## src/rtl/accum_seq.sv

```systemverilog
// rtl/accum_seq.sv - accumulator with manual IDLE ops and counted sample runs
// IDLE/RUN/DONE sequencer around an AW-bit accumulator with sticky overflow.
module accum_seq #(
  parameter int DW     = 4,
  parameter int AW     = 8,
  parameter int CW     = 4,
  parameter int THRESH = 127,
  parameter int SAT    = 0
) (
  input  logic          clock,
  input  logic          rst,
  input  logic [1:0]    op,
  input  logic          start,
  input  logic [CW-1:0] count,
  input  logic [DW-1:0] A,
  input  logic          in_valid,
  output logic          in_ready,
  output logic [AW-1:0] F,
  output logic          fgt,
  output logic          ovf,
  output logic          busy,
  output logic          done
);

  typedef enum logic [1:0] {
    S_IDLE = 2'd0,
    S_RUN  = 2'd1,
    S_DONE = 2'd2
  } state_t;

  state_t        r_state;
  state_t        w_state_nxt;
  logic [AW-1:0] r_f;
  logic [AW-1:0] w_f_nxt;
  logic          r_ovf;
  logic          w_ovf_nxt;
  logic [CW-1:0] r_rem;
  logic [CW-1:0] w_rem_nxt;

  logic [AW:0]   w_sum;
  logic          w_carry;
  logic [AW-1:0] w_add_f;

  // One extra bit of sum width exposes the carry that drives ovf and saturation.
  assign w_sum   = {1'b0, r_f} + (AW+1)'(A);
  assign w_carry = w_sum[AW];
  assign w_add_f = ((SAT != 0) && w_carry) ? {AW{1'b1}} : w_sum[AW-1:0];

  always_ff @(posedge clock or posedge rst) begin
    if (rst) begin
      r_state <= S_IDLE;
      r_f     <= '0;
      r_ovf   <= 1'b0;
      r_rem   <= '0;
    end else begin
      r_state <= w_state_nxt;
      r_f     <= w_f_nxt;
      r_ovf   <= w_ovf_nxt;
      r_rem   <= w_rem_nxt;
    end
  end

  always_comb begin
    w_state_nxt = r_state;
    w_f_nxt     = r_f;
    w_ovf_nxt   = r_ovf;
    w_rem_nxt   = r_rem;
    case (r_state)
      S_IDLE: begin
        if (start) begin
          w_f_nxt     = '0;
          w_ovf_nxt   = 1'b0;
          w_rem_nxt   = count;
          w_state_nxt = (count != '0) ? S_RUN : S_DONE;
        end else begin
          case (op)
            2'b00: begin
              w_f_nxt   = '0;
              w_ovf_nxt = 1'b0;
            end
            2'b01: w_f_nxt = AW'(A);
            2'b10: begin
              w_f_nxt   = w_add_f;
              w_ovf_nxt = r_ovf | w_carry;
            end
            default: ;
          endcase
        end
      end
      S_RUN: begin
        if (in_valid) begin
          w_f_nxt   = w_add_f;
          w_ovf_nxt = r_ovf | w_carry;
          w_rem_nxt = r_rem - CW'(1);
          if (r_rem == CW'(1)) begin
            w_state_nxt = S_DONE;
          end
        end
      end
      S_DONE:  w_state_nxt = S_IDLE;
      default: w_state_nxt = S_IDLE;
    endcase
  end

  assign F        = r_f;
  assign ovf      = r_ovf;
  assign fgt      = (r_f > AW'(THRESH));
  assign in_ready = (r_state == S_RUN);
  assign busy     = (r_state != S_IDLE);
  assign done     = (r_state == S_DONE);

endmodule

```

## config.mk

```make
export PLATFORM = sky130hd
export DESIGN_NAME = accum_seq
export DESIGN_NICKNAME = d
export VERILOG_FILES = /design/src/rtl/accum_seq.sv
export SDC_FILE = /design/constraint.sdc
export NUM_CORES = 1
export LEC_CHECK = 0
export CORE_UTILIZATION = 30
export CTS_CLUSTER_DIAMETER = 80
export CTS_CLUSTER_SIZE = 20
export DETAILED_ROUTE_END_ITERATION = 12
export SYNTH_ARGS = -nofsm -noshare
export SYNTH_HDL_FRONTEND = slang
export SYNTH_SLANG_ARGS = --single-unit
```

## constraint.sdc

```tcl
create_clock -name clock -period 1.9 [get_ports clock]
set_input_delay 0.285 -clock clock [delete_from_list [all_inputs] [get_ports clock]]
set_output_delay 0.285 -clock clock [all_outputs]
set_load 0.03 [all_outputs]
```

==> results of run 1 <==
[layout make-up]
| cell class | instances | share of cell area (%) |
|---|---|---|
| Multi-Input combinational cell | 87 | 41.0 |
| Timing Repair Buffer | 43 | 25.2 |
| Sequential cell | 15 | 24.6 |
| Inverter | 14 | 3.76 |
| Tap cell | 46 | 3.76 |
| Clock buffer | 4 | 1.71 |
[sequential cells by signal, summed over array words and instances (netlist names)]
signal   flops
F            8
r_state      2
ovf          1
r_rem        4
[power breakdown]
| part | internal (mW) | switching, mW |
|---|---|---|
| clock | 0.0815 | 0.110 |
| sequential | 0.463 | 0.176 |
| combinational | 0.729 | 0.814 |
[stage by stage]
step,setup TNS [ps],hold WS [ps]
2_1_floorplan,0,186
3_3_place_gp,-1200,535
3_5_place_dp,-1650,548
4_1_cts,0,383
5_1_grt,0,426
6_report,0,355
[Yosys cell counts]
cell type	instances	area, sq um
sky130_fd_sc_hd__a21o_1	2	15.0
sky130_fd_sc_hd__o211ai_1	3	22.5
sky130_fd_sc_hd__nor3_1	1	5.00
sky130_fd_sc_hd__nand2b_1	2	12.5
sky130_fd_sc_hd__a31oi_1	2	12.5
sky130_fd_sc_hd__or2_2	1	6.26
sky130_fd_sc_hd__clkinv_4	1	8.76
sky130_fd_sc_hd__nand2b_4	1	13.8
sky130_fd_sc_hd__fa_1	1	20.0
sky130_fd_sc_hd__dfrtp_1	15	375
sky130_fd_sc_hd__a22oi_1	5	37.5
sky130_fd_sc_hd__nor4_2	1	12.5
sky130_fd_sc_hd__or4_1	2	15.0
sky130_fd_sc_hd__nor2b_1	2	12.5
sky130_fd_sc_hd__clkbuf_1	2	7.51
sky130_fd_sc_hd__o21bai_1	1	7.51
sky130_fd_sc_hd__o22ai_1	1	6.26
sky130_fd_sc_hd__ha_1	9	113
sky130_fd_sc_hd__a21oi_1	13	65.1
sky130_fd_sc_hd__and2_0	1	6.26
sky130_fd_sc_hd__xor2_1	1	8.76
sky130_fd_sc_hd__nand2_1	4	15.0
sky130_fd_sc_hd__nor4_1	2	12.5
sky130_fd_sc_hd__a211oi_1	1	7.51
sky130_fd_sc_hd__nor2_1	12	45.0
sky130_fd_sc_hd__a21o_4	1	15.0
sky130_fd_sc_hd__xnor2_1	1	8.76
sky130_fd_sc_hd__nand3_1	6	30.0
sky130_fd_sc_hd__o21ai_0	5	25.0
sky130_fd_sc_hd__a221oi_4	1	26.3
sky130_fd_sc_hd__inv_1	13	48.8
sky130_fd_sc_hd__buf_6	1	11.3
sky130_fd_sc_hd__o21ba_2	1	10.0
sky130_fd_sc_hd__mux2i_1	3	30.0
sky130_fd_sc_hd__and3_1	1	6.26
sky130_fd_sc_hd__buf_4	1	7.51
[critical path, cell delays in order]
cell                              delay [ps]
sky130_fd_sc_hd__clkdlybuf4s50_1         490
sky130_fd_sc_hd__inv_1                    70
sky130_fd_sc_hd__ha_1                    280
sky130_fd_sc_hd__nor2b_2                 190
sky130_fd_sc_hd__a21o_4                  140
sky130_fd_sc_hd__nand2_1                  60
sky130_fd_sc_hd__or4_1                   410
sky130_fd_sc_hd__o211ai_1                100
[layer usage]
metal | vias up | wire length [um]
li1 | 513 | -
met1 | 489 | 1140
met2 | 30 | 1350
met3 | 0 | 112
met4 | 0 | 0
met5 | - | 0
[path summary, 6_finish.rpt]
kind,from,endpoint,depth (start not counted)
worst max-delay path,op[1],F[7],8
worst min-delay path,rst,F[0],2
worst max register to register,F[1],F[7],6
worst min register to register,r_rem[1],r_rem[1],2
max in group asynchronous,rst,r_state[0],2
min in group clock,r_rem[1],r_rem[1],2
[kinds of logic (layout without fill, tap and decap cells)]
kind of cell,Yosys count,count (layout),synth area share [%]
adders and majority gates,10,10,12.3
AOI/OAI and AO/OA,36,36,23.1
buffers and inverters,18,61,7.75
muxes,3,3,2.77
DFF,15,15,34.7
and+or+nand+nor,36,36,17.8
xor gates and xnor gates,2,2,1.62
[repair_timing]
item | in CTS | in global routing
resized for setup | 4 | 4
pin swaps | 0 | 2
endpoints found under the setup margin | 3 | 6
==> metrics.csv, run 1 <==
metric,value,unit
final standard cell count with taps included and fillers excluded,209,
Post-Route WL,2.61,mm
fraction of final layout cells with drive strength greater than 1,19.0,%
Pleak,0.709,nW
final clock period utilization by the worst path,94.6,%
initial antenna violation count,0,
total of max-cap violations,0,
RSZ-0062 raised after global routing,false,
Synth Cell Area,1080,sq um
per-cell via count in the routed design,4.94,
Final Max Tran Viols,0,
clock tree from TritonCTS,built,
half-perimeter wire length of the detailed placement result,2.02,mm
clock latency at the later pin of the worst-skew pair,290,ps
starting utilization of the core area,31.9,%
number of iterations in the first detailed-routing pass,4,
post-synth cell types,36,
Synthesis Warnings,0,
utilization after layout,45.2,%
number of filler instances in the final layout,324,
vias post-DR,1032,
Syn Nets,144,
Post-Place Worst Slack,-229,ps
worst min-delay path class,in2async,
portion of the post-synthesis area used by sequential elements,34.7,%
Power Density,1550,nW/um^2
maximum buffer depth of the clock tree,2,
remaining antenna violation count,0,
final hold violation count,0,
floorplan die height,62.1,um
number of synthesized register bits,15,
area grow syn2layout,41.6,%
min Tclk post-route,1800,ps
worst slew slack as a fraction of its limit,59.5,%
aggregate global routing overflow,0,
final design instance area without fill,1530,sq um
Crit Path Category,in2reg,
hold bufs inserted after CTS,0,
Ports,27,
category of the worst setup path capture point,flip-flop,
DIE AREA,3850,sq um
total placed instance area,1500,sq um
critical path launch point type,input port,
met1 Track Usage GR,18.7,%
number of nets in the final layout,188,
Max Clock Skew,7.36,ps
CTS H-tree depth,1,
FMAX,556,MHz
most frequent standard cell in the layout excluding fill and tap cells,sky130_fd_sc_hd__clkdlybuf4s50_1,
"Reg clk slew, reported paths",100,ps
sequential cell area,377,sq um
GRT met2 Usage,28.1,%
Cells after Synth,120,
PortBufs,26,
DRC violation count after routing,0,
Root Driver,sky130_fd_sc_hd__clkbuf_4,
via count of the first global-routing pass,1008,
GRT met3 Usage,3.73,%
layer with the highest usage,met2,
peak supply drop,0.000636,V
Sinks on Clock Net,15,
cell count after placement,205,
Mean Syn Cell Area,9.02,sq um
number of rows created at floorplan,21,
overall fraction of global-route tracks in use,15.3,%
Die X-Extent,62.1,um
required time worst endpoint,2110,ps
biggest fanout along the worst timing path,3,
largest net degree at the start of global routing,16,
placer congestion estimate,0.823,
antenna diode instance count,0,
Post-CTS Setup Inserts,0,
total power,2.37,mW
final setup margin,102,ps
first-pass GRT wire length,4.37,mm
area of the core region,3390,sq um
measured slew at the worst slew-check pin,607,ps
multi-input gate area in the final layout,628,sq um
TritonCTS buffer count,3,
result of the run,finished clean,
violation count after the first detailed-routing iteration,48,
setup-violating endpoint count in the final report,0,
R2R setup slack,100,ps
wire length per cell,12.5,um
"commonest cells after routing, fill and taps aside","sky130_fd_sc_hd__clkdlybuf4s50_1, sky130_fd_sc_hd__buf_4, sky130_fd_sc_hd__dfrtp_1, sky130_fd_sc_hd__a21oi_1",
arrival time at the worst endpoint,2010,ps
Power figures use the tool's default switching activity.
==> run 2: changes to the inputs <==
- CTS_BUF_LIST: not set -> sky130_fd_sc_hd__clkbuf_16
==> metrics.csv, run 2 (same netlist as run 1, synthesis figures left out) <==
metric,value,unit,change
result of the run,finished clean,,
aggregate global routing overflow,0,,unchanged
number of flip-flops in the largest register,8,,unchanged
wire length per cell,12.6,um,+0.73%
fraction of final layout cells with drive strength greater than 1,21.5,%,+2.5 points
biggest fanout along the worst timing path,3,,unchanged
Ports,27,,unchanged
initial antenna violation count,0,,unchanged
number of rows created at floorplan,21,,unchanged
half-perimeter wire length of the detailed placement result,2.02,mm,unchanged
RSZ-0062 raised after global routing,false,,
area grow syn2layout,47.9,%,
Final Max Tran Viols,0,,unchanged
Pleak,0.755,nW,+6.4%
Power Density,1640,nW/um^2,+5.7%
clock latency at the later pin of the worst-skew pair,250,ps,-40 ps
number of nets in the final layout,188,,unchanged
Die X-Extent,62.1,um,unchanged
most frequent standard cell in the layout excluding fill and tap cells,sky130_fd_sc_hd__clkdlybuf4s50_1,,
Max Clock Skew,4.53,ps,-2.83 ps
area of the core region,3390,sq um,unchanged
final hold violation count,0,,unchanged
placer congestion estimate,0.823,,unchanged
setup-violating endpoint count in the final report,0,,unchanged
per-cell via count in the routed design,4.93,,about the same
critical path launch point type,input port,,
starting utilization of the core area,31.9,%,unchanged
DRC violation count after routing,0,,unchanged
total power,2.62,mW,+10%
met1 Track Usage GR,19.4,%,+0.76 points
required time worst endpoint,2070,ps,-40 ps
worst slew slack as a fraction of its limit,59.3,%,-0.20 points
Setup TNS Final,0,ps,unchanged
number of filler instances in the final layout,317,,-2.2%
largest net degree at the start of global routing,16,,unchanged
final clock period utilization by the worst path,95.0,%,+0.40 points
"Reg clk slew, reported paths",50,ps,-50 ps
clock tree from TritonCTS,built,,
Sinks on Clock Net,15,,unchanged
CTS H-tree depth,1,,unchanged
GRT met2 Usage,26.9,%,-1.2 points
measured slew at the worst slew-check pin,610,ps,+3.02 ps
vias post-DR,1031,,-0.097%
hold bufs inserted after CTS,0,,unchanged
min Tclk post-route,1810,ps,+7.66 ps
Post-CTS Setup Inserts,0,,unchanged
maximum buffer depth of the clock tree,2,,unchanged
multi-input gate area in the final layout,637,sq um,+1.4%
TritonCTS buffer count,3,,unchanged
number of iterations in the first detailed-routing pass,4,,unchanged
hold slack,404,ps,+48.6 ps
DIE AREA,3850,sq um,unchanged
peak supply drop,0.000653,V,+2.6%
worst min-delay path class,in2async,,
PortBufs,26,,unchanged
layer with the highest usage,met2,,
"commonest cells after routing, fill and taps aside","sky130_fd_sc_hd__clkdlybuf4s50_1, sky130_fd_sc_hd__buf_4, sky130_fd_sc_hd__dfrtp_1",,
antenna diode instance count,0,,unchanged
Post-Place Worst Slack,-229,ps,unchanged
Crit Path Category,in2reg,,
violation count after the first detailed-routing iteration,51,,+6.3%
sequential cell area,377,sq um,unchanged
FMAX,554,MHz,-0.42%
total of max-cap violations,0,,unchanged
arrival time at the worst endpoint,1980,ps,-30 ps
Post-Route WL,2.63,mm,+0.73%
via count of the first global-routing pass,987,,-2.1%
overall fraction of global-route tracks in use,15.6,%,+0.30 points
final setup margin,94.1,ps,-7.66 ps
Root Driver,sky130_fd_sc_hd__clkbuf_16,,
category of the worst setup path capture point,flip-flop,,
remaining antenna violation count,0,,unchanged
GRT met3 Usage,4.35,%,+0.62 points
floorplan die height,62.1,um,unchanged
first-pass GRT wire length,4.35,mm,-0.48%
==> run 2: per-layer routing <==
layer	up-vias	part of all wire (%)
met5	-	0
met4	0	0.72
met3	3	4.5
met2	28	50
met1	484	45
li1	516	-
==> run 2: path summary, 6_finish.rpt <==
kind	startpoint	to	slack, ps	depth (start not counted)
setup / recovery	A[2]	F[7]	90	6
hold / removal	rst	F[0]	400	2
setup reg to reg	F[1]	F[7]	130	6
hold reg to reg	r_rem[1]	r_rem[1]	560	2
max in group asynchronous	rst	r_state[0]	1060	2
min in group clock	r_rem[1]	r_rem[1]	560	2
==> run 2: per-stage QoR <==
stage / area, sq um / utilization (%) / std cells
floorplan: 1080 / - / 120
global placement: 1500 / 44.3 / 205
detailed placement: 1500 / 44.3 / 205
CTS: 1580 / 46.6 / 209
global route: 1600 / 47.2 / 209
finish: 1600 / 47.2 / 209
==> run 2: where the power goes <==
| part | switching (mW) | internal [mW] |
|---|---|---|
| Sequential | 0.177 | 0.465 |
| Clock | 0.146 | 0.280 |
| Combinational | 0.815 | 0.739 |
| Total | 1.14 | 1.48 |
==> run 2: final cells by class <==
cell class | instances | area share (%)
flip-flops and latches | 15 | 23.5
clock buffers | 3 | 4.69
multi-input cells | 87 | 39.8
inverters | 14 | 3.60
well taps | 46 | 3.60
clock inverters | 1 | 0.235
repair buffers | 43 | 24.6
==> run 2: critical path, cell delays in order <==
cell and delay (ps):
sky130_fd_sc_hd__clkdlybuf4s50_1 450, sky130_fd_sc_hd__ha_1 360, sky130_fd_sc_hd__a21oi_1 100, sky130_fd_sc_hd__o21ba_2 220, sky130_fd_sc_hd__or4_1 460, sky130_fd_sc_hd__o211ai_1 100
==> run 2: repair_timing <==
item	4_1_cts	5_1_grt
pin swaps	0	3
resized for setup	3	10
setup endpoints to repair	3	10
==> run 3: changes to the inputs <==
- CORE_ASPECT_RATIO: not set -> 1.25
- CTS_CLUSTER_SIZE: 20 -> not set
==> metrics.csv, run 3 (same netlist as run 1, synthesis figures left out) <==
metric,value,unit,change
result of the run,finished clean,,
initial antenna violation count,0,,unchanged
final standard cell count with taps included and fillers excluded,200,,-4.3%
most frequent standard cell in the layout excluding fill and tap cells,sky130_fd_sc_hd__clkdlybuf4s50_1,,
"commonest cells after routing, fill and taps aside","sky130_fd_sc_hd__clkdlybuf4s50_1, sky130_fd_sc_hd__buf_4, sky130_fd_sc_hd__dfrtp_1",,
setup-violating endpoint count in the final report,0,,unchanged
area of the core region,3450,sq um,+1.9%
total placed instance area,1480,sq um,-1.6%
biggest fanout along the worst timing path,8,,+5
via count of the first global-routing pass,1072,,+8.6%
worst reg2reg path endpoint,F[7],,
antenna diode instance count,0,,unchanged
Post-CTS Setup Inserts,0,,unchanged
half-perimeter wire length of the detailed placement result,2.02,mm,-0.33%
final clock period utilization by the worst path,95.9,%,+0.84 points
arrival time at the worst endpoint,1540,ps,-440 ps
FMAX,549,MHz,-0.87%
placer congestion estimate,0.769,,-6.5%
Crit Path Category,reg2out,,
violation count after the first detailed-routing iteration,51,,unchanged
cell count after placement,196,,-4.4%
final design instance area without fill,1590,sq um,-0.47%
starting utilization of the core area,31.3,%,-0.59 points
Pleak,0.740,nW,-2.0%
measured slew at the worst slew-check pin,623,ps,+13.5 ps
R2R setup slack,110,ps,-20 ps
DIE AREA,3850,sq um,about the same
hold bufs inserted after CTS,0,,unchanged
number of rows created at floorplan,24,,+14%
Post-Place Worst Slack,-344,ps,-115 ps
Die X-Extent,55.7,um,-10%
number of filler instances in the final layout,337,,+6.3%
DRC violation count after routing,0,,unchanged
CTS H-tree depth,1,,unchanged
largest net degree at the start of global routing,16,,unchanged
worst min-delay path class,in2async,,
category of the worst setup path capture point,output pin,,
maximum buffer depth of the clock tree,2,,unchanged
Post-Route WL,2.60,mm,-0.88%
remaining antenna violation count,0,,unchanged
clock tree from TritonCTS,built,,
Final Max Tran Viols,0,,unchanged
launch instance of the worst register-to-register path,F[1],,
Ports,27,,unchanged
clock latency at the later pin of the worst-skew pair,250,ps,about the same
Max Clock Skew,1.17,ps,-3.36 ps
TritonCTS buffer count,3,,unchanged
worst-case reg-to-reg path depth,6,,unchanged
number of nets in the final layout,186,,-1.1%
fraction of final layout cells with drive strength greater than 1,21.1,%,-0.35 points
vias post-DR,1017,,-1.4%
critical path launch point type,flip-flop,,
number of flip-flops in the largest register,8,,unchanged
final setup margin,78.2,ps,-15.9 ps
area grow syn2layout,47.2,%,
floorplan die height,69.2,um,+11%
first-pass GRT wire length,4.55,mm,+4.5%
total of max-cap violations,0,,unchanged
per-cell via count in the routed design,5.09,,+3.1%
worst slew slack as a fraction of its limit,58.4,%,-0.90 points
Power Density,1660,nW/um^2,+1.6%
wire length per cell,13.0,um,+3.6%
final hold violation count,0,,unchanged
"Reg clk slew, reported paths",50,ps,about the same
PortBufs,26,,unchanged
required time worst endpoint,1620,ps,-450 ps
Sinks on Clock Net,15,,unchanged
RSZ-0062 raised after global routing,false,,
peak supply drop,0.000819,V,+25%
min Tclk post-route,1820,ps,+15.9 ps
overall fraction of global-route tracks in use,15.1,%,-0.41 points
number of iterations in the first detailed-routing pass,4,,unchanged
aggregate global routing overflow,0,,unchanged
Root Driver,sky130_fd_sc_hd__clkbuf_16,,
-- run 3: changes by cell type in the layout (fill, tap and decap cells not counted) --
cell | previous run | this run
sky130_fd_sc_hd__o21bai_1 | 1 | 0
sky130_fd_sc_hd__ha_2 | 2 | 1
sky130_fd_sc_hd__ha_4 | 0 | 1
sky130_fd_sc_hd__nor2b_2 | 1 | 0
sky130_fd_sc_hd__dlymetal6s2s_1 | 3 | 2
sky130_fd_sc_hd__clkinv_2 | 0 | 1
sky130_fd_sc_hd__nor2b_4 | 0 | 1
sky130_fd_sc_hd__inv_2 | 2 | 1
sky130_fd_sc_hd__dlygate4sd2_1 | 2 | 3
sky130_fd_sc_hd__o21bai_2 | 0 | 1
sky130_fd_sc_hd__buf_4 | 17 | 15
-- run 3: critical path, stage by stage, from the launching register on --
cell	delay, ps
sky130_fd_sc_hd__dfrtp_2	480
sky130_fd_sc_hd__nor2b_1	130
sky130_fd_sc_hd__clkdlybuf4s50_1	670
-- run 3: per-layer routing --
layer | track usage (%) | part of all wire (%) | vias to the layer above
li1 | - | - | 508
met1 | 16.4 | 42 | 476
met2 | 27.2 | 51 | 28
met3 | 2.63 | 4.2 | 5
met4 | 8.61 | 2.6 | 0
met5 | 0 | 0 | -
-- run 3: report_power, final --
part / internal, mW / leakage (nW) / switching, mW / total [mW]
clock network: 0.282 / 0.0409 / 0.138 / 0.420
registers: 0.466 / 0.185 / 0.172 / 0.637
logic: 0.760 / 0.514 / 0.832 / 1.59
total: 1.51 / 0.740 / 1.14 / 2.65
-- run 3: layout make-up --
cell class	count	area, sq um	area share [%]
Multi-Input combinational cell	87	656	41.2
Timing Repair Buffer	41	374	23.5
Clock inverter	1	5.00	0.314
Tap cell	39	48.8	3.06
Sequential cell	15	377	23.6
Clock buffer	3	75.1	4.71
Inverter	14	57.6	3.61
-- run 3: worst max path at each step --
stage                    start   end  slack (ps)  depth (start not counted)
finish              r_state[0]  done          80                          2
global route        r_state[0]  done          10                          2
CTS                       A[0]  F[6]         0.7                          8
detailed placement       op[0]  F[7]        -340                          8
global placement         op[0]  F[7]        -270                          8
floorplan                 F[1]  F[7]          50                          6
-- run 3: timing repair --
item | in CTS | in global routing
pin swaps | 2 | 0
resized for setup | 9 | 6
endpoints found under the setup margin | 5 | 6
cloned | 0 | 0
-- run 3: through the flow --
step / hold slack, ps / power [mW] / utilization [%] / setup TNS (ps)
floorplan: 186 / 1.63 / - / 0
global placement: 493 / 2.18 / 42.8 / -1660
detailed placement: 499 / 2.23 / 42.8 / -2020
CTS: 443 / 2.66 / 45.6 / 0
global route: 483 / 2.87 / 46.1 / 0
finish: 414 / 2.65 / 46.1 / 0
